[src/rtl/ni_inject.sv]
// ni_inject -- network-interface packet injector.
//
// Sits between a processing element and the two virtual-channel input FIFOs
// of the local router port. One packet request is accepted at a time. The
// injector picks a VC whose FIFO can hold a whole packet, then writes the
// packet as head, body and tail flits into that FIFO, one flit per cycle.
//
// Ports
//   clk        : clock, rising edge
//   rst_       : asynchronous active-low reset (shared with the VC FIFOs)
//   req_valid  : PE presents a packet request
//   req_ready  : request accepted this cycle (IDLE and some VC ready)
//   req_dst    : destination node of the request
//   req_src    : source node of the request
//   ordy[1:0]  : per-VC "room for a full packet"
//   odata      : flit driven to both VC FIFOs
//   wr_en[1:0] : per-VC write strobe, one-hot or zero
//   busy       : a packet is being sent
//   pkt_id     : ID the next accepted packet will carry
//   pkt_cnt    : packets fully injected (wrapping)
module ni_inject #(
  parameter int FLITW  = 32,
  parameter int DSTW   = 4,
  parameter int IDW    = 8,
  parameter int PKTLEN = 4
) (
  input  logic             clk,
  input  logic             rst_,
  input  logic             req_valid,
  output logic             req_ready,
  input  logic [DSTW-1:0]  req_dst,
  input  logic [DSTW-1:0]  req_src,
  input  logic [1:0]       ordy,
  output logic [FLITW-1:0] odata,
  output logic [1:0]       wr_en,
  output logic             busy,
  output logic [IDW-1:0]   pkt_id,
  output logic [15:0]      pkt_cnt
);

  typedef enum logic {
    IDLE = 1'b0,
    SEND = 1'b1
  } state_t;

  localparam logic [7:0] LAST_IDX = 8'(PKTLEN - 1);

  localparam logic [1:0] TYPE_HEAD = 2'b01;
  localparam logic [1:0] TYPE_BODY = 2'b00;
  localparam logic [1:0] TYPE_TAIL = 2'b10;

  state_t          state;
  logic [DSTW-1:0] dst_q;
  logic [DSTW-1:0] src_q;
  logic [IDW-1:0]  id_q;
  logic [7:0]      idx;
  logic            vc;
  logic            last_vc;
  logic [IDW-1:0]  pkt_id_q;
  logic [15:0]     pkt_cnt_q;

  logic            sel_vc;
  logic            accept;
  logic [FLITW-1:0] flit;

  // A lone ready VC wins outright; when both are ready, alternate away from
  // the VC used last. ordy is only looked at here, at accept time -- a set
  // bit promises room for the entire packet.
  assign sel_vc    = (&ordy) ? ~last_vc : ordy[1];
  assign req_ready = (state == IDLE) && (|ordy);
  assign accept    = req_valid && req_ready;

  // NOTE: sequential state uses non-blocking (<=) so every register samples
  // the pre-edge values of the others; blocking here would make the result
  // depend on statement order.
  always_ff @(posedge clk or negedge rst_) begin
    if (!rst_) begin
      state     <= IDLE;
      dst_q     <= '0;
      src_q     <= '0;
      id_q      <= '0;
      idx       <= '0;
      vc        <= 1'b0;
      last_vc   <= 1'b1;      // first contended pick lands on VC0
      pkt_id_q  <= '0;
      pkt_cnt_q <= '0;
    end else begin
      case (state)
        IDLE: begin
          if (accept) begin
            dst_q    <= req_dst;
            src_q    <= req_src;
            id_q     <= pkt_id_q;
            pkt_id_q <= pkt_id_q + 1'b1;
            vc       <= sel_vc;
            last_vc  <= sel_vc;
            idx      <= '0;
            state    <= SEND;
          end
        end
        SEND: begin
          idx <= idx + 8'd1;
          // Returning to IDLE after the tail leaves one idle cycle, so the
          // FIFO's ordy already counts the tail before the next accept.
          if (idx == LAST_IDX) begin
            state     <= IDLE;
            pkt_cnt_q <= pkt_cnt_q + 16'd1;
          end
        end
        default: state <= IDLE;
      endcase
    end
  end

  // Flit assembly for the current index; all unused bits stay zero.
  // NOTE: flit gets a full default before any branch so no path leaves it
  // unassigned -- otherwise synthesis would infer a latch.
  always_comb begin
    flit = '0;
    if (state == SEND) begin
      if (idx == 8'd0) begin
        flit[FLITW-1 -: 2]         = TYPE_HEAD;
        flit[DSTW-1:0]             = dst_q;
        flit[2*DSTW-1:DSTW]        = src_q;
        flit[2*DSTW+IDW-1:2*DSTW]  = id_q;
      end else begin
        flit[FLITW-1 -: 2]         = (idx == LAST_IDX) ? TYPE_TAIL : TYPE_BODY;
        flit[IDW-1:0]              = id_q;
        flit[IDW+7:IDW]            = idx;
      end
    end
  end

  // Outputs decode registered state only, so a reset mid-packet clears the
  // strobes immediately and no partial tail escapes.
  assign odata   = flit;
  assign wr_en   = (state == SEND) ? (vc ? 2'b10 : 2'b01) : 2'b00;
  assign busy    = (state == SEND);
  assign pkt_id  = pkt_id_q;
  assign pkt_cnt = pkt_cnt_q;

endmodule

[config.mk]
export PLATFORM = sky130hd
export DESIGN_NAME = ni_inject
export DESIGN_NICKNAME = d
export VERILOG_FILES = /design/src/rtl/ni_inject.sv
export SDC_FILE = /design/constraint.sdc
export NUM_CORES = 1
export LEC_CHECK = 0
export ABC_AREA = 1
export CAP_MARGIN = 0
export CORE_ASPECT_RATIO = 1.2
export CORE_MARGIN = 4
export CORE_UTILIZATION = 50
export CTS_BUF_LIST = sky130_fd_sc_hd__clkbuf_8
export DETAILED_ROUTE_END_ITERATION = 10
export PLACE_DENSITY_LB_ADDON = 0.2
export SLEW_MARGIN = 20
export SYNTH_ARGS = -nofsm -noshare
export SYNTH_HDL_FRONTEND = slang
export SYNTH_SLANG_ARGS = --single-unit
[constraint.sdc]
create_clock -name clk -period 1.47 [get_ports clk]
set_input_delay 0.2205 -clock clk [delete_from_list [all_inputs] [get_ports clk]]
set_output_delay 0.2205 -clock clk [all_outputs]
set_load 0.02 [all_outputs]
# Word level (Yosys, flattened, before mapping)
# Index checks and enable logic that the tools add are counted.
[totals] reg_bits=51 wordCells=36 inputBits=13
[op_classes] n_mux=13 eq_ne=2 n_bitwise=2 reduce_logical=7 n_addsub=3
[ops] cell="16-bit two-way mux" n=2
[ops] cell="16-bit by 1-bit adder with 16-bit output (second input constant)" n=1
[ops] cell="8-bit by 1-bit adder with 8-bit output (second input constant)" n=2
[ops] cell="8-bit case mux with 2 select lines" n=1
[ops] cell="2-bit two-way mux" n=5
[ops] cell="8-bit by 2-bit == test with 1-bit output (second input constant)" n=1
[ops] cell="8-bit zero test" n=1
[ops] cell="8-bit two-way mux" n=1
[ops] cell="2-bit AND reduction" n=3
[ops] cell="1-bit two-way mux" n=3
[ops] cell="1-bit logical AND" n=2
[ops] cell="2-bit != test (second input constant)" n=1
[ops] cell="1-bit inverter" n=2
[ops] cell="1-bit case mux with 2 select lines" n=1
[ops] cell="2-bit OR reduction" n=1

# Longest topological paths before layout
[logic_depth] depth_word=5 mapped_depth=8

# Least setup slack after synthesis
# OpenSTA, ideal clock, no wires.
[synth_path] path_type="register -> output" from="register idx[0]" to="output port odata[11]" arrival_ns=1.434 stages_incl_launch_ff=8 path_slack_ns=-0.184 path_buffers=1 required_ns=1.250 cell_sequence="dfrtp_1 inv_1 ha_1 nand2_1 nor2_4 buf_6 nand2_1 a21oi_1"
[synth_between] elab_chain_len=3
[synth_lines] element="start, declared" line="56" rtl="logic [7:0] idx;"
[synth_lines] element="start signal, assigned" line="102" rtl="idx <= idx + 8'd1;"
[synth_lines] element="8-bit zero test" line="121" rtl="if (idx == 8'd0) begin"
[synth_lines] element="16-bit two-way mux" line="121"
[synth_lines] element="16-bit two-way mux" line="120" rtl="if (state == SEND) begin"
[synth_lines] element="end, declared" line="34" rtl="output logic [FLITW-1:0] odata,"
# No other way between the ends.

# Worst setup path after layout
[layout_path] from="register idx[7]" to="output port odata[2]"
# The elaborated chain is that of the path after synthesis.

==> metrics.txt <==
Port Buffer Count 58; wirelength, routed ~10000 um; final setup violation count 65; vias 3172; Cell Area, Placed 3879 um2; maximum clock path buffer count 2; CTS sink cnt 51; unrepaired setup endpoints after global routing yes; Fmax achieved around 480 MHz; failing checks setup timing; routed length per instance 18.17 um; CP startpoint idx[7]; Die H approximately 91 um; Hold Vio Cnt, Final 0; Initial Utilization 0.5116; Post-route DRC 0; largest net degree at the start of global routing 38; max cap viols 0; min Tclk post-route 2089 ps; Cells after Synth 381; synth unique cells 30; cell area after layout 4713 um2; Synth Area in Compound Gates 0.08080; CP max FO 7; Core Region 5630 um2; Final TNS setup -16310 ps; Leak 2.395 nW; share of cells above drive strength 1 0.4047; Die Wd 77.29 um; Seq cells post-synth 51; R2R depth 10; Placement Setup Slack -542.7 ps; slack of the worst reg-to-reg path -310 ps; GRT Total Usage 0.2704; Post-Synth Simple-Gate Area 0.3219; PD cells roughly 1900 nW/um2; status finished with violations; Worst Skew 13.54 ps; Final Worst Setup Slack -618.7 ps; total grt overflow 0; synthesized area 2880 um2; number of I/O pins 73; dpl hpwl 5517 um; largest family of logic cells by synthesized area simple AND/OR/NAND/NOR gates; Hold/Removal Path Class in -> async; first-pass iteration count of the detailed router 4; worst r2r dst pkt_cnt[14]; Post-Synth Adder-Cell Area 0.01738; vias in the first global route between 3000 and 4000; first-pass GRT wire length between 15000 and 20000 um; CTS tree yes; Layout Area Growth over Synthesis 63.64%; DR vias/cell 5.536; FF-to-FF Start idx[3]; VDD IR max 1.199 mV; FP Rows 30; Die ar. 7044 um2; crit path DAT 1870 ps; Starting DRT DRC Count 153; Seq/Total Area, Yosys 0.4435; Worst setup endpoint odata[2]; initial antenna violation count 0; Post-Syn Area per Cell 7.560 um2; Final period util 1.421; root buf cell clkbuf_8; fraction of synthesized area in multiplexers 0; # diodes 0; GP Congestion 0.8888; critical path startpoint category flip-flop; warnings from Yosys 0; H-tree levels 2; Synth Area in XOR/XNOR 0.02693; Req. time, crit path roughly 1300 ps; TritonCTS Buffers 5; fin. max-slew vios 0; Reg clk slew, reported paths around 120 ps; Setup CP Type reg -> out; crit end category output port; Worst-Skew Late Latency 320 ps; final net count between 500 and 600; Post-DRT Antenna Nets 0
## cells in the final DEF, fill, tap and decap left out, types with 5 or more instances in the layout
cell type,n
nand2_1,91
dfrtp_1,49
buf_4,47
buf_6,30
inv_1,29
nand2_2,26
dlygate4sd2_1,24
nor2_1,22
nor2_2,15
o21ai_1,15
nand2_4,14
nand3_1,14
conb_1,14
o21ai_2,12
clkdlybuf4s50_1,11
nor2_4,10
nand4_1,9
buf_12,8
a21oi_4,5
o21ai_0,5
clkbuf_8,5
## where the power goes
| part | internal, mW | total (mW) | switching [mW] | leakage, nW |
|---|---|---|---|---|
| combinational | 2.59 | 5.70 | 3.10 | 1.68 |
| sequential | 1.81 | 2.27 | 0.458 | 0.664 |
| clock | 0.355 | 0.910 | 0.555 | 0.0467 |
## through the flow
step	utilization	hold WS [ps]	total power, mW	cells
5_1_grt	0.8371	373.1	9.267	573
3_5_place_dp	0.6889	171.4	6.141	538
4_1_cts	0.7822	353.7	7.893	561
2_1_floorplan	-	-75.09	4.280	394
3_3_place_gp	0.6889	165.7	6.051	538
6_report	0.8371	338.3	8.877	573
## logic make-up after synthesis
group,count (synthesis)
buffers and inverters,60
flip-flops,51
other,1
AND/OR/NAND/NOR,212
AO/OA/AOI/OAI,45
XOR/XNOR,8
adder cells (fa/ha/maj),4
## worst min path at each step
stage                     start  slack, ps          to
after floorplan            rst_        -80        busy
after global placement     rst_        170  pkt_cnt[4]
after detailed placement   rst_        170  pkt_cnt[4]
after CTS                  rst_        350  pkt_cnt[4]
after global routing       rst_        370  pkt_cnt[3]
final                      rst_        340  pkt_cnt[4]
## registers in the layout, summed over array words and instances (netlist names)
signal   flops
pkt_cnt     16
busy         1
last_vc      1
src_q        4
pkt_id       8
id_q         8
idx          8
vc           1
dst_q        4
## layer usage
| layer | routed length (um) | share of wire | up-vias | GRT usage |
|---|---|---|---|---|
| li1 | - | - | 1436 | - |
| met1 | 3874 | 0.37 | 1494 | 0.3063 |
| met2 | 5293 | 0.51 | 183 | 0.4784 |
| met3 | 656 | 0.063 | 59 | 0.04861 |
| met4 | 588 | 0.056 | 0 | 0.1424 |
| met5 | 0 | 0 | - | 0 |
## critical path, cell delays in order (launching register included)
cell and delay, ps:
dfrtp_1 430, nor2_2 170, nand2_2 110, nor2_4 140, buf_12 140, clkinvlp_4 170
nor2_1 160, nor2_1 70, buf_4 150
## cell usage after synthesis
cell	number	area, um2
nand2_1	127	476.7
dfrtp_1	50	1251
nor2_1	44	165.2
inv_1	33	123.9
o21ai_0	29	145.1
nand3_1	16	80.08
buf_4	15	112.6
a21oi_1	9	45.04
nand4_1	9	56.30
buf_2	5	25.02
xor2_1	5	43.79
ha_1	4	50.05
o21ai_1	4	20.02
buf_6	3	33.78
inv_2	3	11.26
nand2_2	3	18.77
nand3b_1	3	22.52
nor2_4	3	33.78
nand4_2	2	25.02
nor3_1	2	10.01
o211ai_1	2	15.01
xnor2_1	2	17.52
clkinv_2	1	5.000
conb_1	1	3.750
dfstp_2	1	26.28
nand2_4	1	11.26
nand3_4	1	17.52
nor3_2	1	10.01
o21bai_1	1	7.510
xnor2_2	1	16.27
## final cells by class
type                            instances  area, um2
Multi-Input combinational cell        283       1762
Clock buffer                            5      68.82
Timing Repair inverter                  2      16.27
Fill cell                             307      917.1
Inverter                               37      173.9
Tap cell                               64      80.08
Timing Repair Buffer                  128       1306
Clock inverter                          3      27.53
Sequential cell                        51       1279
## what timing repair did
item | CTS | global route
setup buffers | 9 | 14
gates cloned | 5 | 1
pin swaps | 17 | 21
hold buffers | 1 | 0
gates resized for setup | 232 | 68
setup endpoints to repair | 94 | 69
endpoints found under the hold margin | 14 | 0
No activity file was read; power rests on OpenSTA's default activity.
